[config.mk]
export PLATFORM = sky130hd
export DESIGN_NAME = bfu_dual_mode_q
export DESIGN_NICKNAME = d
export VERILOG_FILES = /design/src/rtl/dilithium_pkg.sv /design/src/rtl/mod_mul_q.sv /design/src/rtl/bfu_dual_mode_q.sv
export SDC_FILE = /design/constraint.sdc
export NUM_CORES = 2
export LEC_CHECK = 0
export CORE_ASPECT_RATIO = 1.75
export CORE_UTILIZATION = 60
export DETAILED_ROUTE_END_ITERATION = 10
export PLACE_DENSITY = 0.87
export SYNTH_ARGS = -nofsm -noshare
export SYNTH_HDL_FRONTEND = slang
export SYNTH_SLANG_ARGS = --single-unit
export TNS_END_PERCENT = 10
[constraint.sdc]
create_clock -name clk -period 16.11 [get_ports clk]
set_input_delay 3.222 -clock clk [delete_from_list [all_inputs] [get_ports clk]]
set_output_delay 3.222 -clock clk [all_outputs]
set_load 0.02 [all_outputs]
[src/rtl/dilithium_pkg.sv]
// Shared constants and modular add/sub helpers for the Dilithium NTT datapath.
package dilithium_pkg;

    localparam int               COEF_W      = 23;
    localparam logic [COEF_W-1:0] Q          = 23'd8380417;
    localparam int               BFU_LATENCY = 11;
    localparam int               MUL_LATENCY = 8;

    // (x + y) mod q for x, y in [0, q-1], using a 24-bit intermediate.
    function automatic logic [COEF_W-1:0] mod_add(input logic [COEF_W-1:0] x,
                                                   input logic [COEF_W-1:0] y);
        logic [COEF_W:0] sum;
        sum = {1'b0, x} + {1'b0, y};
        if (sum >= {1'b0, Q}) begin
            sum = sum - {1'b0, Q};
        end
        return sum[COEF_W-1:0];
    endfunction

    // (x - y) mod q for x, y in [0, q-1]; bit 23 flags a negative difference.
    function automatic logic [COEF_W-1:0] mod_sub(input logic [COEF_W-1:0] x,
                                                   input logic [COEF_W-1:0] y);
        logic [COEF_W:0] diff;
        diff = {1'b0, x} - {1'b0, y};
        if (diff[COEF_W]) begin
            diff = diff + {1'b0, Q};
        end
        return diff[COEF_W-1:0];
    endfunction

endpackage

[src/rtl/mod_mul_q.sv]
// Pipelined modular multiplier mod q with fixed 8-cycle latency.
// x in [0, q], y in [0, q]; z fully reduced to [0, q-1].
// Reduction folds the high part using 2^23 = 2^13 - 1 (mod q) three times,
// then one conditional subtraction finishes the job.
module mod_mul_q
    import dilithium_pkg::*;
(
    input  logic              clk,
    input  logic [COEF_W-1:0] x,
    input  logic [COEF_W-1:0] y,
    output logic [COEF_W-1:0] z
);

    logic [22:0] x_r;
    logic [22:0] y_r;
    logic [34:0] prod_lo;
    logic [33:0] prod_hi;
    logic [45:0] prod;
    logic [37:0] fold1;
    logic [28:0] fold2;
    logic [23:0] fold3;
    logic [22:0] corr;

    // Operand capture, split multiply, three folds, correction and output register.
    always_ff @(posedge clk) begin
        x_r     <= x;
        y_r     <= y;
        prod_lo <= 35'(x_r) * 35'(y_r[11:0]);
        prod_hi <= 34'(x_r) * 34'(y_r[22:12]);
        prod    <= 46'(prod_lo) + (46'(prod_hi) << 12);
        fold1   <= 38'(prod[22:0]) + (38'(prod[45:23]) << 13) - 38'(prod[45:23]);
        fold2   <= 29'(fold1[22:0]) + (29'(fold1[37:23]) << 13) - 29'(fold1[37:23]);
        fold3   <= 24'(fold2[22:0]) + (24'(fold2[28:23]) << 13) - 24'(fold2[28:23]);
        corr    <= (fold3 >= {1'b0, Q}) ? 23'(fold3 - {1'b0, Q}) : fold3[22:0];
        z       <= corr;
    end

endmodule

[src/rtl/bfu_dual_mode_q.sv]
// Dual-mode (CT/DIT and GS/DIF) radix-2 butterfly mod q, fully pipelined.
// Stages: input register, DIF pre-add/sub, 8-stage modular multiply,
// DIT post-add/sub into the output register. The mode travels with each sample.
module bfu_dual_mode_q
    import dilithium_pkg::*;
#(
    parameter int LATENCY = BFU_LATENCY
) (
    input  logic              clk,
    input  logic              rst,
    input  logic              in_valid,
    input  logic              sel,
    input  logic [COEF_W-1:0] a,
    input  logic [COEF_W-1:0] b,
    input  logic [COEF_W-1:0] omiga,
    output logic              out_valid,
    output logic [COEF_W-1:0] a1,
    output logic [COEF_W-1:0] b1
);

    if (LATENCY != BFU_LATENCY) begin : g_latency_check
        $error("bfu_dual_mode_q only supports LATENCY = %0d", BFU_LATENCY);
    end

    logic                    in_v;
    logic                    in_sel;
    logic [COEF_W-1:0]       in_a;
    logic [COEF_W-1:0]       in_b;
    logic [COEF_W-1:0]       in_w;

    logic                    pre_v;
    logic                    pre_sel;
    logic [COEF_W-1:0]       mul_x;
    logic [COEF_W-1:0]       mul_w;
    logic [COEF_W-1:0]       pre_byp;

    logic [MUL_LATENCY-1:0]  mul_v;
    logic [MUL_LATENCY-1:0]  mul_sel;
    logic [COEF_W-1:0]       byp_pipe [MUL_LATENCY];
    logic [COEF_W-1:0]       mul_z;

    logic [COEF_W-1:0]       post_a;
    logic [COEF_W-1:0]       post_b;

    // Valid chain and output registers; resetting these discards every in-flight sample.
    always_ff @(posedge clk or posedge rst) begin
        if (rst) begin
            in_v      <= 1'b0;
            pre_v     <= 1'b0;
            mul_v     <= '0;
            out_valid <= 1'b0;
            a1        <= '0;
            b1        <= '0;
        end else begin
            in_v      <= in_valid;
            pre_v     <= in_v;
            mul_v     <= {mul_v[MUL_LATENCY-2:0], pre_v};
            out_valid <= mul_v[MUL_LATENCY-1];
            if (mul_v[MUL_LATENCY-1]) begin
                a1 <= post_a;
                b1 <= post_b;
            end
        end
    end

    // Data path registers: input capture, mode-dependent pre-stage, bypass delay line.
    always_ff @(posedge clk) begin
        in_sel  <= sel;
        in_a    <= a;
        in_b    <= b;
        in_w    <= omiga;
        pre_sel <= in_sel;
        mul_w   <= in_w;
        if (in_sel) begin
            mul_x   <= mod_sub(in_a, in_b);
            pre_byp <= mod_add(in_a, in_b);
        end else begin
            mul_x   <= in_b;
            pre_byp <= in_a;
        end
        mul_sel     <= {mul_sel[MUL_LATENCY-2:0], pre_sel};
        byp_pipe[0] <= pre_byp;
        for (int i = 1; i < MUL_LATENCY; i++) begin
            byp_pipe[i] <= byp_pipe[i-1];
        end
    end

    mod_mul_q u_mul (
        .clk (clk),
        .x   (mul_x),
        .y   (mul_w),
        .z   (mul_z)
    );

    // Post stage: DIT combines a with the product, DIF passes the sum and product through.
    always_comb begin
        post_a = byp_pipe[MUL_LATENCY-1];
        post_b = mul_z;
        if (!mul_sel[MUL_LATENCY-1]) begin
            post_a = mod_add(byp_pipe[MUL_LATENCY-1], mul_z);
            post_b = mod_sub(byp_pipe[MUL_LATENCY-1], mul_z);
        end
    end

endmodule

======== Word-level counts from Yosys, hierarchy flattened ========
Memory sizes are Yosys's and may differ from the RTL's.
Index checks and enable logic that the tools add are counted.
storage, ports and cells
  input port bits ......................... 73
  RAM bits ................................ 184
  bits in registers ....................... 503
  word-level logic and storage cells ...... 56
  output and inout port bits .............. 47
  memories ................................ 1
cells by class
  magnitude comparators ................... 3
  mux-type cells .......................... 9
  multiply operators ...................... 2
  add/subtract/negate cells ............... 16
memories
  memory    words  bits a word  read ports  clocked after memory_dff  wr ports  RTL line               text
  byp_pipe  8      23           8           0                         8         bfu_dual_mode_q.sv:39  logic [COEF_W-1:0] byp_pipe [MUL_LATENCY];
operators with widths
  kind                                                    count
  two-way mux 23 bit                                      9
  >= comparator 24 x 23 -> 1 bit (second input constant)  3
  subtractor 23 bit (second input constant)               3
  adder 23 x 23 -> 24 bit                                 2
  subtractor 23 x 23 -> 24 bit                            2
  adder 23 bit (second input constant)                    2
  adder 35 x 46 -> 46 bit                                 1
  subtractor 38 x 23 -> 38 bit                            1
  adder 23 x 36 -> 37 bit                                 1
  multiplier 23 x 12 -> 35 bit                            1
  multiplier 23 x 11 -> 34 bit                            1
  adder 23 x 28 -> 29 bit                                 1
  subtractor 29 x 15 -> 29 bit                            1
  adder 23 x 19 -> 24 bit                                 1
  subtractor 24 x 6 -> 24 bit                             1

======== Depth between registers and ports, before layout ========
An unclocked memory read counts as a cell.
  depth in word-level cells ............... 5
  mapped depth ............................ 25
  depth with buffers taken out ............ 24

======== Modules after synthesis ========
Synthesis repeated with hierarchy kept, for this count alone.
second synthesis, totals
  cells, all modules ...................... 5066
  area, all modules ....................... 46792.4 sq um
modules (own cells, without submodules)
  module           sequential area each (sq um)  instances  cells an instance  area each (sq um)
  mod_mul_q        5965.7                        1          3335               29892.4
  bfu_dual_mode_q  8072.7                        1          1731               16900.0

======== Least setup slack after synthesis ========
Ideal clock, no wire load.
  path type ............................... flip-flop to flip-flop
  start ................................... register u_mul.y_r[16]
  end ..................................... register u_mul.prod_hi[32]
  setup time .............................. 0.072 ns
  cell stages (with the launch flop) ...... 24
  buffers on the path ..................... 1
  required time ........................... 16.038 ns
  period minus slack after synthesis ...... 6.141 ns
  setup slack ............................. 9.969 ns
  arrival time ............................ 6.069 ns
  cell sequence ........................... dfxtp_1 clkbuf_1 nand2_1 fa_1 fa_1 fa_1 inv_1 fa_1 inv_1 fa_1 inv_1 ha_1 a21oi_1 o21bai_1 a21oi_1 nor3b_1 a21oi_1 o311a_1 o32a_1 a21o_1 a221oi_1 o21ai_0 a21oi_1 xnor2_1
between the ends
  longest elaborated chain between the ends .. 1
RTL lines
  item                          RTL line         text
  from (decl)                   mod_mul_q.sv:15  logic [22:0] y_r;
  from (signal assigned)        mod_mul_q.sv:27  y_r <= y;
  multiplier 23 x 11 -> 34 bit  mod_mul_q.sv:29  prod_hi <= 34'(x_r) * 34'(y_r[22:12]);
  to (signal assigned)          mod_mul_q.sv:29
  to (decl)                     mod_mul_q.sv:17  logic [33:0] prod_hi;
No other way between the ends.
A chain may end at the register's enable or synchronous reset.

======== Worst setup path after layout ========
  start ................................... register u_mul.y_r[15]
  end ..................................... register u_mul.prod_hi[30]
The elaborated chain is that of the path after synthesis.

==> impl_metrics.xml <==
<?xml version="1.0" encoding="UTF-8"?>
<metrics>
  <group name="synth">
    <metric name="ys_seq_area_share" unit="%">31.1</metric>
    <metric name="post_synth_mux_area_share" unit="%">0.877</metric>
    <metric name="syn_area_per_cell" unit="um2">9.35</metric>
    <metric name="synth_adder_area_share" unit="%">28.8</metric>
    <metric name="synth-compound-area-share" unit="%">10.8</metric>
    <metric name="synthSimpleGateAreaFrac" unit="%">14.8</metric>
    <metric name="dominantRegCellSynth" unit="">dfxtp_1</metric>
    <metric name="post_synthesis_register_bit_count" unit="">687</metric>
    <metric name="main_combinational_cell_family_by_area_after_synthesis" unit="">adder cells</metric>
    <metric name="yosys_warnings" unit="">0</metric>
    <metric name="yosys.cell_types.count" unit="">87</metric>
    <metric name="syn_area" unit="um2">45100</metric>
    <metric name="synthXorXnorAreaFrac" unit="%">6.35</metric>
    <metric name="async_flop_share" unit="%">8.30</metric>
    <metric name="synthesis.instances" unit="">4823</metric>
    <metric name="postSynthNetCount" unit="">5688</metric>
    <metric name="synth_enable_flop_cells" unit="">0</metric>
  </group>
  <group name="global_route">
    <metric name="global_route_wire_length_before_repair" unit="um">174000</metric>
    <metric name="grt_antenna_before_repair" unit="">0</metric>
    <metric name="grt-ovfl-total" unit="">0</metric>
    <metric name="grt_max_degree" unit="">75</metric>
    <metric name="first_global_vias" unit="">35000</metric>
    <metric name="grt_util_all_layers" unit="%">29.1</metric>
  </group>
  <group name="finish">
    <metric name="number_of_standard_cells_in_the_layout_taps_in_and_fillers_out" unit="">5857</metric>
    <metric name="layout.cells.most_common" unit="">inv_1</metric>
    <metric name="register_area" unit="um2">14000</metric>
    <metric name="design.final.nets" unit="">5733</metric>
    <metric name="post_layout_instance_area" unit="um2">49100</metric>
    <metric name="antenna_cells_inserted" unit="">0</metric>
    <metric name="drive_above_1_share" unit="%">4.09</metric>
    <metric name="area.growth.synth_to_final" unit="%">8.92</metric>
    <metric name="multi_input_comb_area" unit="um2">27800</metric>
    <metric name="fillers" unit="">5552</metric>
    <metric name="most-common-layout-cells" unit="">694 x inv_1, 629 x dfxtp_1, 495 x nand2_1</metric>
  </group>
  <group name="run_status">
    <metric name="outcome" unit="">complete, no violations</metric>
  </group>
  <group name="worst_hold_path">
    <metric name="hold_path_depth" unit="">0</metric>
    <metric name="hold_class" unit="">reg2reg</metric>
    <metric name="whs_endpoint" unit="">u_mul.y_r[1]</metric>
    <metric name="hold_start" unit="">mul_w[1]</metric>
  </group>
  <group name="critical_path">
    <metric name="buffers_inverters_on_critical_path" unit="">3</metric>
    <metric name="crit_arrival" unit="ps">7580</metric>
    <metric name="type_of_the_setup_path_with_the_least_slack" unit="">reg2reg</metric>
    <metric name="crit_reg_reg_endpoint" unit="">u_mul.prod_hi[30]</metric>
    <metric name="crit_chain" unit="">nand2_1, fa_1, fa_1, fa_1, inv_1, fa_1, inv_1, fa_1, inv_1, ha_1, a21oi_1, o21bai_1, a21oi_1, nor3b_1, a21oi_1, o311a_1, o32a_1, a21o_1, a221oi_1, nand2b_1, a21oi_1, xnor2_1</metric>
    <metric name="start_kind" unit="">flop</metric>
    <metric name="crit_path_most_repeated_cell" unit="">fa_1</metric>
    <metric name="worst_r2r_startpoint" unit="">u_mul.y_r[15]</metric>
    <metric name="crit_path_max_fanout" unit="">23</metric>
    <metric name="cpLargestDelayFamily" unit="">adder cells</metric>
    <metric name="critical_path.endpoint_type" unit="">flop</metric>
    <metric name="cpMaxStageDelayCell" unit="">dfxtp_1</metric>
    <metric name="reg2regPathDepth" unit="">22</metric>
    <metric name="critical-path-max-stage-delay" unit="ps">980</metric>
    <metric name="r2r_setup_slack" unit="ps">9090</metric>
    <metric name="worst-endpoint-required" unit="ps">16680</metric>
  </group>
  <group name="drt">
    <metric name="topRoutingLayerUsed" unit="">met4</metric>
    <metric name="drt-met1-wl" unit="um">36000</metric>
    <metric name="detailroute.via_count" unit="">33800</metric>
    <metric name="dr_wl_met2" unit="um">59000</metric>
    <metric name="via_cell_ratio" unit="">5.77</metric>
    <metric name="wl_per_cell" unit="um">18.8</metric>
    <metric name="detail_route.iter0.violations" unit="">2061</metric>
    <metric name="routed_wirelength" unit="um">110000</metric>
    <metric name="final_routed_drc_violation_total" unit="">0</metric>
    <metric name="met3_wire_len" unit="um">5210</metric>
    <metric name="ant_nets" unit="">0</metric>
    <metric name="drt_first_pass_iters" unit="">5</metric>
  </group>
  <group name="timing">
    <metric name="worstMarginPinSlew" unit="ps">1280</metric>
    <metric name="finalMaxSlewViolations" unit="">0</metric>
    <metric name="max_freq" unit="MHz">143</metric>
    <metric name="timing.final.setup_violations" unit="">0</metric>
    <metric name="timing.setup.tns" unit="ps">0</metric>
    <metric name="timing_hold_violations_final" unit="">0</metric>
    <metric name="post-route-worst-setup-slack" unit="ps">9090</metric>
    <metric name="max-slew-margin-rel" unit="%">13.9</metric>
    <metric name="period_minus_slack" unit="ps">7020</metric>
    <metric name="finalCritPeriodShare" unit="%">43.6</metric>
    <metric name="setup_repair_after_global_routing_missed_its_margin" unit="">false</metric>
    <metric name="finalClockSkew" unit="ps">31.4</metric>
  </group>
  <group name="placed_design">
    <metric name="placedCellCount" unit="">5743</metric>
    <metric name="gp_congestion" unit="">0.978</metric>
    <metric name="post_dp_hpwl" unit="um">87200</metric>
    <metric name="dpl_worst_slack" unit="ps">9160</metric>
    <metric name="io_buffer_count" unit="">119</metric>
    <metric name="placement.cell_area" unit="um2">47000</metric>
  </group>
  <group name="cts">
    <metric name="clk_path_buf_depth" unit="">3</metric>
    <metric name="tritoncts_num_sinks" unit="">687</metric>
    <metric name="cts-buffers-inserted" unit="">61</metric>
    <metric name="post_cts_hold_buffer_count" unit="">0</metric>
    <metric name="cts_tree" unit="">done</metric>
    <metric name="clock_tree.root_cell" unit="">clkbuf_16</metric>
    <metric name="cts.reportedPaths.clkPinSlew" unit="ps">70</metric>
    <metric name="htree_levels" unit="">2</metric>
    <metric name="clock_insertion_delay_worst_skew" unit="ps">670</metric>
    <metric name="resized_cells_post_cts" unit="">0</metric>
    <metric name="number_of_setup_buffers_added_after_cts" unit="">0</metric>
  </group>
  <group name="die">
    <metric name="site_row_count" unit="">132</metric>
    <metric name="die_y" unit="um">365</metric>
    <metric name="core_region_area" unit="um2">74200</metric>
    <metric name="floorplan.die_area" unit="um2">76300</metric>
    <metric name="die_width" unit="um">209</metric>
    <metric name="initial_utilization" unit="%">60.8</metric>
    <metric name="ioPinCount" unit="">120</metric>
  </group>
  <group name="job">
    <metric name="max-cap-violations" unit="">0</metric>
  </group>
</metrics>
logic make-up (layout without fill, tap and decap cells):
kind of cell	after synthesis	count (layout)
flops	687	687
fa+ha+maj	792	792
buf+inv	862	958
xor+xnor	327	327
simple gates	1374	1374
mux	37	37
compound gates	744	744
registers in the layout, indices dropped and copies added, names as in the netlist, 24 cells and up:
register and flops:
byp_pipe 184, u_mul.prod 46, u_mul.fold1 38, u_mul.fold3 24, u_mul.prod_lo 35, u_mul.prod_hi 34, u_mul.fold2 29
how the worst max path moves through the flow:
stage / start / endpoint / slack, ps / depth (start not counted)
after floorplan: u_mul.y_r[16] / u_mul.prod_hi[32] / 9970 / 23
after detailed placement: u_mul.y_r[15] / u_mul.prod_hi[30] / 9160 / 22
after global placement: u_mul.y_r[15] / u_mul.prod_hi[32] / 9220 / 22
after CTS: u_mul.y_r[15] / u_mul.prod_hi[30] / 9170 / 22
final: u_mul.y_r[15] / u_mul.prod_hi[30] / 9090 / 22
after global routing: u_mul.y_r[15] / u_mul.prod_hi[32] / 8760 / 22
area by class of cell:
class                           count  share of cell area, %
Timing Repair Buffer              145                   2.82
Inverter                          699                   5.34
Multi-Input combinational cell   3274                   56.6
Tap cell                          938                   2.39
Sequential cell                   687                   28.6
Clock inverter                     40                  0.960
Clock buffer                       74                   3.31
metal layers:
layer,vias up,GRT usage [%]
met2,1209,55.9
met1,16300,27.0
met5,-,0
li1,15700,-
met3,527,4.14
met4,0,23.9
Yosys cell counts, drive strengths merged (44+ instances only):
cell type	instances	area share, %
xnor2	245	4.8
a21o	75	1.2
nand2b	44	0.61
clkbuf	151	1.3
dfrtp	57	3.2
dfxtp	630	28
inv	696	5.8
nor2	232	1.9
o21ai	127	1.4
nand2	495	4.1
a21oi	231	2.6
fa	409	18
ha	383	11
xor2	82	1.6
nand3	79	0.89
and2	197	2.7
nor3	110	1.3
through the flow:
stage                     util, %  hold WS, ps
after floorplan                 -          310
after global placement       63.4          310
after detailed placement     63.4          312
after CTS                    66.2          312
after global routing         66.2          320
final                        66.2          306
Power is left out: the tool's default activity adds up to more than one toggle a clock period on the data nets, which glitch-free logic cannot reach.
